<file path="src/rtl/fifo_sync_if.sv">
// fifo_sync_if: write-side valid/ready stream plus read-side pop/data/empty
// handshake for fifo_sync. The producer and consumer share the master modport;
// the FIFO itself uses the slave modport.
interface fifo_sync_if #(
    parameter int DATA_WIDTH = 32
) ();
    logic [DATA_WIDTH-1:0] up_bus;
    logic                  up_val;
    logic                  up_rdy;
    logic [DATA_WIDTH-1:0] fifo_data;
    logic                  fifo_empty;
    logic                  fifo_pop;

    modport master (
        output up_bus, up_val, fifo_pop,
        input  up_rdy, fifo_data, fifo_empty
    );

    modport slave (
        input  up_bus, up_val, fifo_pop,
        output up_rdy, fifo_data, fifo_empty
    );
endinterface

</file>
<file path="src/rtl/fifo_sync.sv">
// fifo_sync: single-clock FIFO with a registered read port (one-cycle latency).
// fifo_data holds its value whenever no effective pop occurs.
// Optional macro FIFO_COUNT_EN exposes the occupancy as the fifo_count port.
// count tracks words still stored, excluding the word already on fifo_data.
module fifo_sync #(
    parameter int DATA_WIDTH = 32,
    parameter int ADDR_WIDTH = 4
) (
    input  logic              clk,
    input  logic              rst_n,
`ifdef FIFO_COUNT_EN
    output logic [ADDR_WIDTH:0] fifo_count,
`endif
    fifo_sync_if.slave        bus
);
    localparam logic [ADDR_WIDTH:0] DEPTH = (ADDR_WIDTH+1)'(2**ADDR_WIDTH);

    logic [DATA_WIDTH-1:0] mem [2**ADDR_WIDTH];

    logic [ADDR_WIDTH-1:0] wr_ptr_q, wr_ptr_d;
    logic [ADDR_WIDTH-1:0] rd_ptr_q, rd_ptr_d;
    logic [ADDR_WIDTH:0]   count_q, count_d;
    logic [DATA_WIDTH-1:0] data_q, data_d;
    logic                  empty_q, empty_d;
    logic                  rdy_q, rdy_d;
    logic                  wr_en, pop_en;

    // Handshakes use only registered flags, so no input reaches an output combinationally.
    assign wr_en  = bus.up_val & rdy_q;
    assign pop_en = bus.fifo_pop & ~empty_q;

    // Next-state: pointers, occupancy, read data and flags derived from count_d.
    always_comb begin
        wr_ptr_d = wr_ptr_q;
        rd_ptr_d = rd_ptr_q;
        data_d   = data_q;
        if (wr_en)
            wr_ptr_d = wr_ptr_q + 1'b1;
        if (pop_en) begin
            rd_ptr_d = rd_ptr_q + 1'b1;
            data_d   = mem[rd_ptr_q];
        end
        count_d = count_q + {{ADDR_WIDTH{1'b0}}, wr_en} - {{ADDR_WIDTH{1'b0}}, pop_en};
        empty_d = (count_d == '0);
        rdy_d   = (count_d != DEPTH);
    end

    // Storage array is not reset; a write only happens while up_rdy is high.
    always_ff @(posedge clk) begin
        if (wr_en)
            mem[wr_ptr_q] <= bus.up_bus;
    end

    // Control and output registers; reset drops everything stored immediately.
    always_ff @(posedge clk or negedge rst_n) begin
        if (!rst_n) begin
            wr_ptr_q <= '0;
            rd_ptr_q <= '0;
            count_q  <= '0;
            data_q   <= '0;
            empty_q  <= 1'b1;
            rdy_q    <= 1'b0;
        end else begin
            wr_ptr_q <= wr_ptr_d;
            rd_ptr_q <= rd_ptr_d;
            count_q  <= count_d;
            data_q   <= data_d;
            empty_q  <= empty_d;
            rdy_q    <= rdy_d;
        end
    end

    assign bus.up_rdy     = rdy_q;
    assign bus.fifo_empty = empty_q;
    assign bus.fifo_data  = data_q;
`ifdef FIFO_COUNT_EN
    assign fifo_count     = count_q;
`endif
endmodule

</file>
<file path="src/flat_wrapper.sv">
// flat-port wrapper written by rule: the top's interface ports become plain ports
module fifo_sync_flat 
#(
    parameter int DATA_WIDTH = 32,
    parameter int ADDR_WIDTH = 4
)
  (clk, rst_n, bus_up_bus, bus_up_val, bus_fifo_pop, bus_up_rdy, bus_fifo_data, bus_fifo_empty);
  fifo_sync_if #(.DATA_WIDTH(DATA_WIDTH)) bus_i ();
  input  logic clk;
  input  logic rst_n;
  input wire logic [$bits(bus_i.up_bus)-1:0] bus_up_bus;
  input wire logic [$bits(bus_i.up_val)-1:0] bus_up_val;
  input wire logic [$bits(bus_i.fifo_pop)-1:0] bus_fifo_pop;
  output wire logic [$bits(bus_i.up_rdy)-1:0] bus_up_rdy;
  output wire logic [$bits(bus_i.fifo_data)-1:0] bus_fifo_data;
  output wire logic [$bits(bus_i.fifo_empty)-1:0] bus_fifo_empty;
  assign bus_i.up_bus = bus_up_bus;
  assign bus_i.up_val = bus_up_val;
  assign bus_i.fifo_pop = bus_fifo_pop;
  assign bus_up_rdy = bus_i.up_rdy;
  assign bus_fifo_data = bus_i.fifo_data;
  assign bus_fifo_empty = bus_i.fifo_empty;
  fifo_sync #(.DATA_WIDTH(DATA_WIDTH), .ADDR_WIDTH(ADDR_WIDTH)) u_core (.clk(clk), .rst_n(rst_n), .bus(bus_i));
endmodule
</file>
<file path="config.mk">
export PLATFORM = sky130hd
export DESIGN_NAME = fifo_sync_flat
export DESIGN_NICKNAME = d
export VERILOG_FILES = /design/src/rtl/fifo_sync_if.sv /design/src/rtl/fifo_sync.sv /design/src/flat_wrapper.sv
export SDC_FILE = /design/constraint.sdc
export NUM_CORES = 1
export LEC_CHECK = 0
export CAP_MARGIN = 20
export CORE_UTILIZATION = 60
export DETAILED_ROUTE_END_ITERATION = 10
export MAX_ROUTING_LAYER = met4
export PLACE_DENSITY = 0.88
export SYNTH_ARGS = -nofsm -noshare
export SYNTH_HDL_FRONTEND = slang
export SYNTH_SLANG_ARGS = --single-unit
</file>
<file path="constraint.sdc">
create_clock -name clk -period 7 [get_ports clk]
set_input_delay 0.7 -clock clk [delete_from_list [all_inputs] [get_ports clk]]
set_output_delay 0.7 -clock clk [all_outputs]
set_load 0.02 [all_outputs]
</file>
==> summary.txt <==
via count: 11650
die area: 37280 sq um
routed wire length: 47030 um
synth top area cells: edfxtp_1, mux2i_1, dfrtp_1, o22ai_1, nor2_1
synthesized area: 21910 sq um
most frequent cells in the layout: edfxtp_1, mux2i_1, nor2_1, o22ai_1, clkdlybuf4s50_1
clock slew at reported path FFs: 60 ps
crit path from: bus_fifo_pop
Lkg Pwr: 8.665 nW
stages on the worst setup path: 11
power per cell area: 412.9 nW/um^2
CP max stage delay: 520 ps
fin cells: 1839
area leader, netlist: edfxtp_1
CTS buffer count: 53
ANT nets after route: 0
routed len/inst: 25.58 um
HP Class: in -> async
Crit Path Max Fanout: 39
warnings from Yosys: 0
Max Root-Sink Buffers: 3
RR Startpoint: u_core.bus.fifo_empty$_DFF_PN1_
buffer and inverter count on the worst path: 5
Via density: 6.336
FF-to-FF path depth: 10
Tcrit/Tclk final: 0.4418
commonest non-fill, non-tap cell in the layout: edfxtp_1
nets: 1381
crit start category: input pin
Port Buffers: 69
post-route cell area: 24740 sq um
post-DP HPWL: 24220 um
DP Area: 23050 sq um
CTS tree: built
Final Skew: 17.09 ps
Adder-Cell Fraction of Synth Area: 0.006624
syn_area_per_cell: 17.53 sq um
largest net degree at the start of global routing: 122
maxcap violations: 0
Synth top area share: 0.7017
RR Endpoint: u_core.bus.up_rdy$_DFF_PN0_
row count: 69
Final min period: 3093 ps
Worst Path Arrival: 3530 ps
Final GP Congestion: 0.7783
maximum clock frequency: 323.3 MHz
register area share after synthesis: 0.7555
worst-path cell chain: clkdlybuf4s50_1 -> nor2b_4 -> buf_4 -> ha_1 -> inv_1 -> ha_1 -> inv_1 -> fa_1 -> inv_1 -> or3_1 -> nand4bb_1
required time worst endpoint: 7430 ps
DR DRC count: 8
CTS Hold Bufs: 0
GRT Overall Usage: 0.2698
Yosys reg bits: 559
layout cell share with drive strength beyond 1: 0.1358
main combinational cell family by area after synthesis: multiplexers
Crit-path slowest cell: buf_4
Final TNS setup: 0 ps
global route overflow: 0
RSZ-0062 raised after global routing: no
Starting DRT DRC Count: 1142
Synth cell types: 36
outcome: finished, violations left
final setup violation count: 0
syn nets: 1297
Filler Cells Inserted: 2174
core area: 35740 sq um
initial antenna violation count: 1
Critical Path End Type: register
Syn Inst Count: 1250
Inst Count DP: 1740
multiplexer area fraction after synthesis: 0.1175
global-route wire length before repair: 71150 um
Final Slew Violations: 0
clock root buffer: clkbuf_16
# IOs: 70
Post-CTS Setup Bufs: 0
Die Wd: 193.1 um
die height: 193.1 um
Resize count post-CTS: 0
Top cell by count, worst path: inv_1
Initial Util: 0.6130
worst slew pin tran: 1115 ps
post-synthesis compound-gate area fraction: 0.02912
area occupied by multi-input gates: 4956 sq um
critical path class: in -> reg
vias in the first global route: 12090
failing checks: DRC
Hold Vio Cnt, Final: 0
CP delay by family, top: buffers and inverters
simple-gate portion of the synthesized area: 0.06367
Peak VDD IR: 316.0 uV
H-tree depth: 2
P&R area growth vs syn: 12.93%
Worst slew margin: 0.2565
Clock Latency Late Sink: 580 ps
xor/xnor cell area share of the yosys netlist: 0.003598
DR pass1 iterations: 8
register area: 16560 sq um
clk sinks: 559
R2R setup slack: 4140 ps
cell usage after synthesis:
cell type  number
inv_1          11
o22ai_1        96
buf_6          22
xor2_1          2
nand3_1         1
mux2_2          1
a211oi_1        1
nor2_1        108
and2_1          2
edfxtp_1      512
a21oi_1         1
dfrtp_1        46
or2_1           1
buf_1           3
nor4_2         28
buf_4           4
nand2b_1        5
nor3_1         40
nor2b_1         1
buf_8           1
ha_1           10
o21ai_0         2
dfstp_2         1
a21o_1          2
buf_2          28
nand4_1         2
xnor2_1         7
nor3_2         28
fa_1            1
nor4_1          4
nor2b_2         1
nand4bb_1       1
mux2i_1       256
or3_1           1
clkbuf_1       11
nand2_1         9
sequential cells by signal (all words and copies together) (netlist names):
name and cells:
u_core.bus.fifo_empty 1, u_core.bus.fifo_data 32, u_core.count_q 5, u_core.rd_ptr_q 4, u_core.wr_ptr_q 4, u_core.bus.up_rdy 1, u_core.mem 512
through the flow:
stage	power [mW]	hold slack, ps	worst slack [ps]	util
after floorplan	6.576	404.4	3077	-
after global placement	7.303	473.6	3383	0.6448
after detailed placement	7.432	516.9	3288	0.6448
after CTS	10.23	308.4	3911	0.6922
after global routing	10.59	350.1	3757	0.6923
final	10.22	289.9	3907	0.6923
worst max-delay path by stage:
stage | end | slack, ps
CTS | u_core.bus.fifo_empty$_DFF_PN1_ | 3910
floorplan | u_core.mem[3][0]$_DFFE_PP_ | 3080
finish | u_core.bus.up_rdy$_DFF_PN0_ | 3910
global placement | u_core.bus.up_rdy$_DFF_PN0_ | 3380
global route | u_core.bus.fifo_empty$_DFF_PN1_ | 3760
detailed placement | u_core.bus.fifo_empty$_DFF_PN1_ | 3290
layer usage:
layer	routed length, um	GRT usage	vias up
met5	0	-	-
met3	3441	0.03729	117
met2	24320	0.4478	568
met4	1535	0.1076	0
met1	17740	0.3379	5934
li1	-	-	5032
cell type report:
cell class,count,area share
inverter,11,0.001669
clock buffer,71,0.05876
clock inverter,27,0.009709
multi-input combinational,611,0.2003
sequential,559,0.6691
tap,461,0.02331
antenna,1,0.0001011
timing repair buffer,98,0.03702
worst register-to-register path, cell delays in order (launching register included):
cell	delay [ps]
dfstp_2	390
nor2b_4	90
buf_4	520
ha_1	340
inv_1	60
ha_1	160
inv_1	60
fa_1	500
inv_1	50
or3_1	380
nand4bb_1	190
cells by family (layout without fill, tap and decap cells):
family | after synthesis | in the layout
flip-flops | 559 | 559
AND/OR/NAND/NOR | 232 | 232
adder cells (fa/ha/maj) | 11 | 11
XOR/XNOR | 9 | 9
AO/OA/AOI/OAI | 102 | 102
multiplexers | 257 | 257
buffers and inverters | 80 | 207
other | 0 | 1
power breakdown:
group | leakage (nW) | total [mW] | switching, mW | internal (mW)
sequential | 5.16 | 4.34 | 0.247 | 4.10
combinational | 2.67 | 3.08 | 1.88 | 1.20
clock | 0.837 | 2.79 | 1.18 | 1.60
Power figures use the tool's default switching activity.
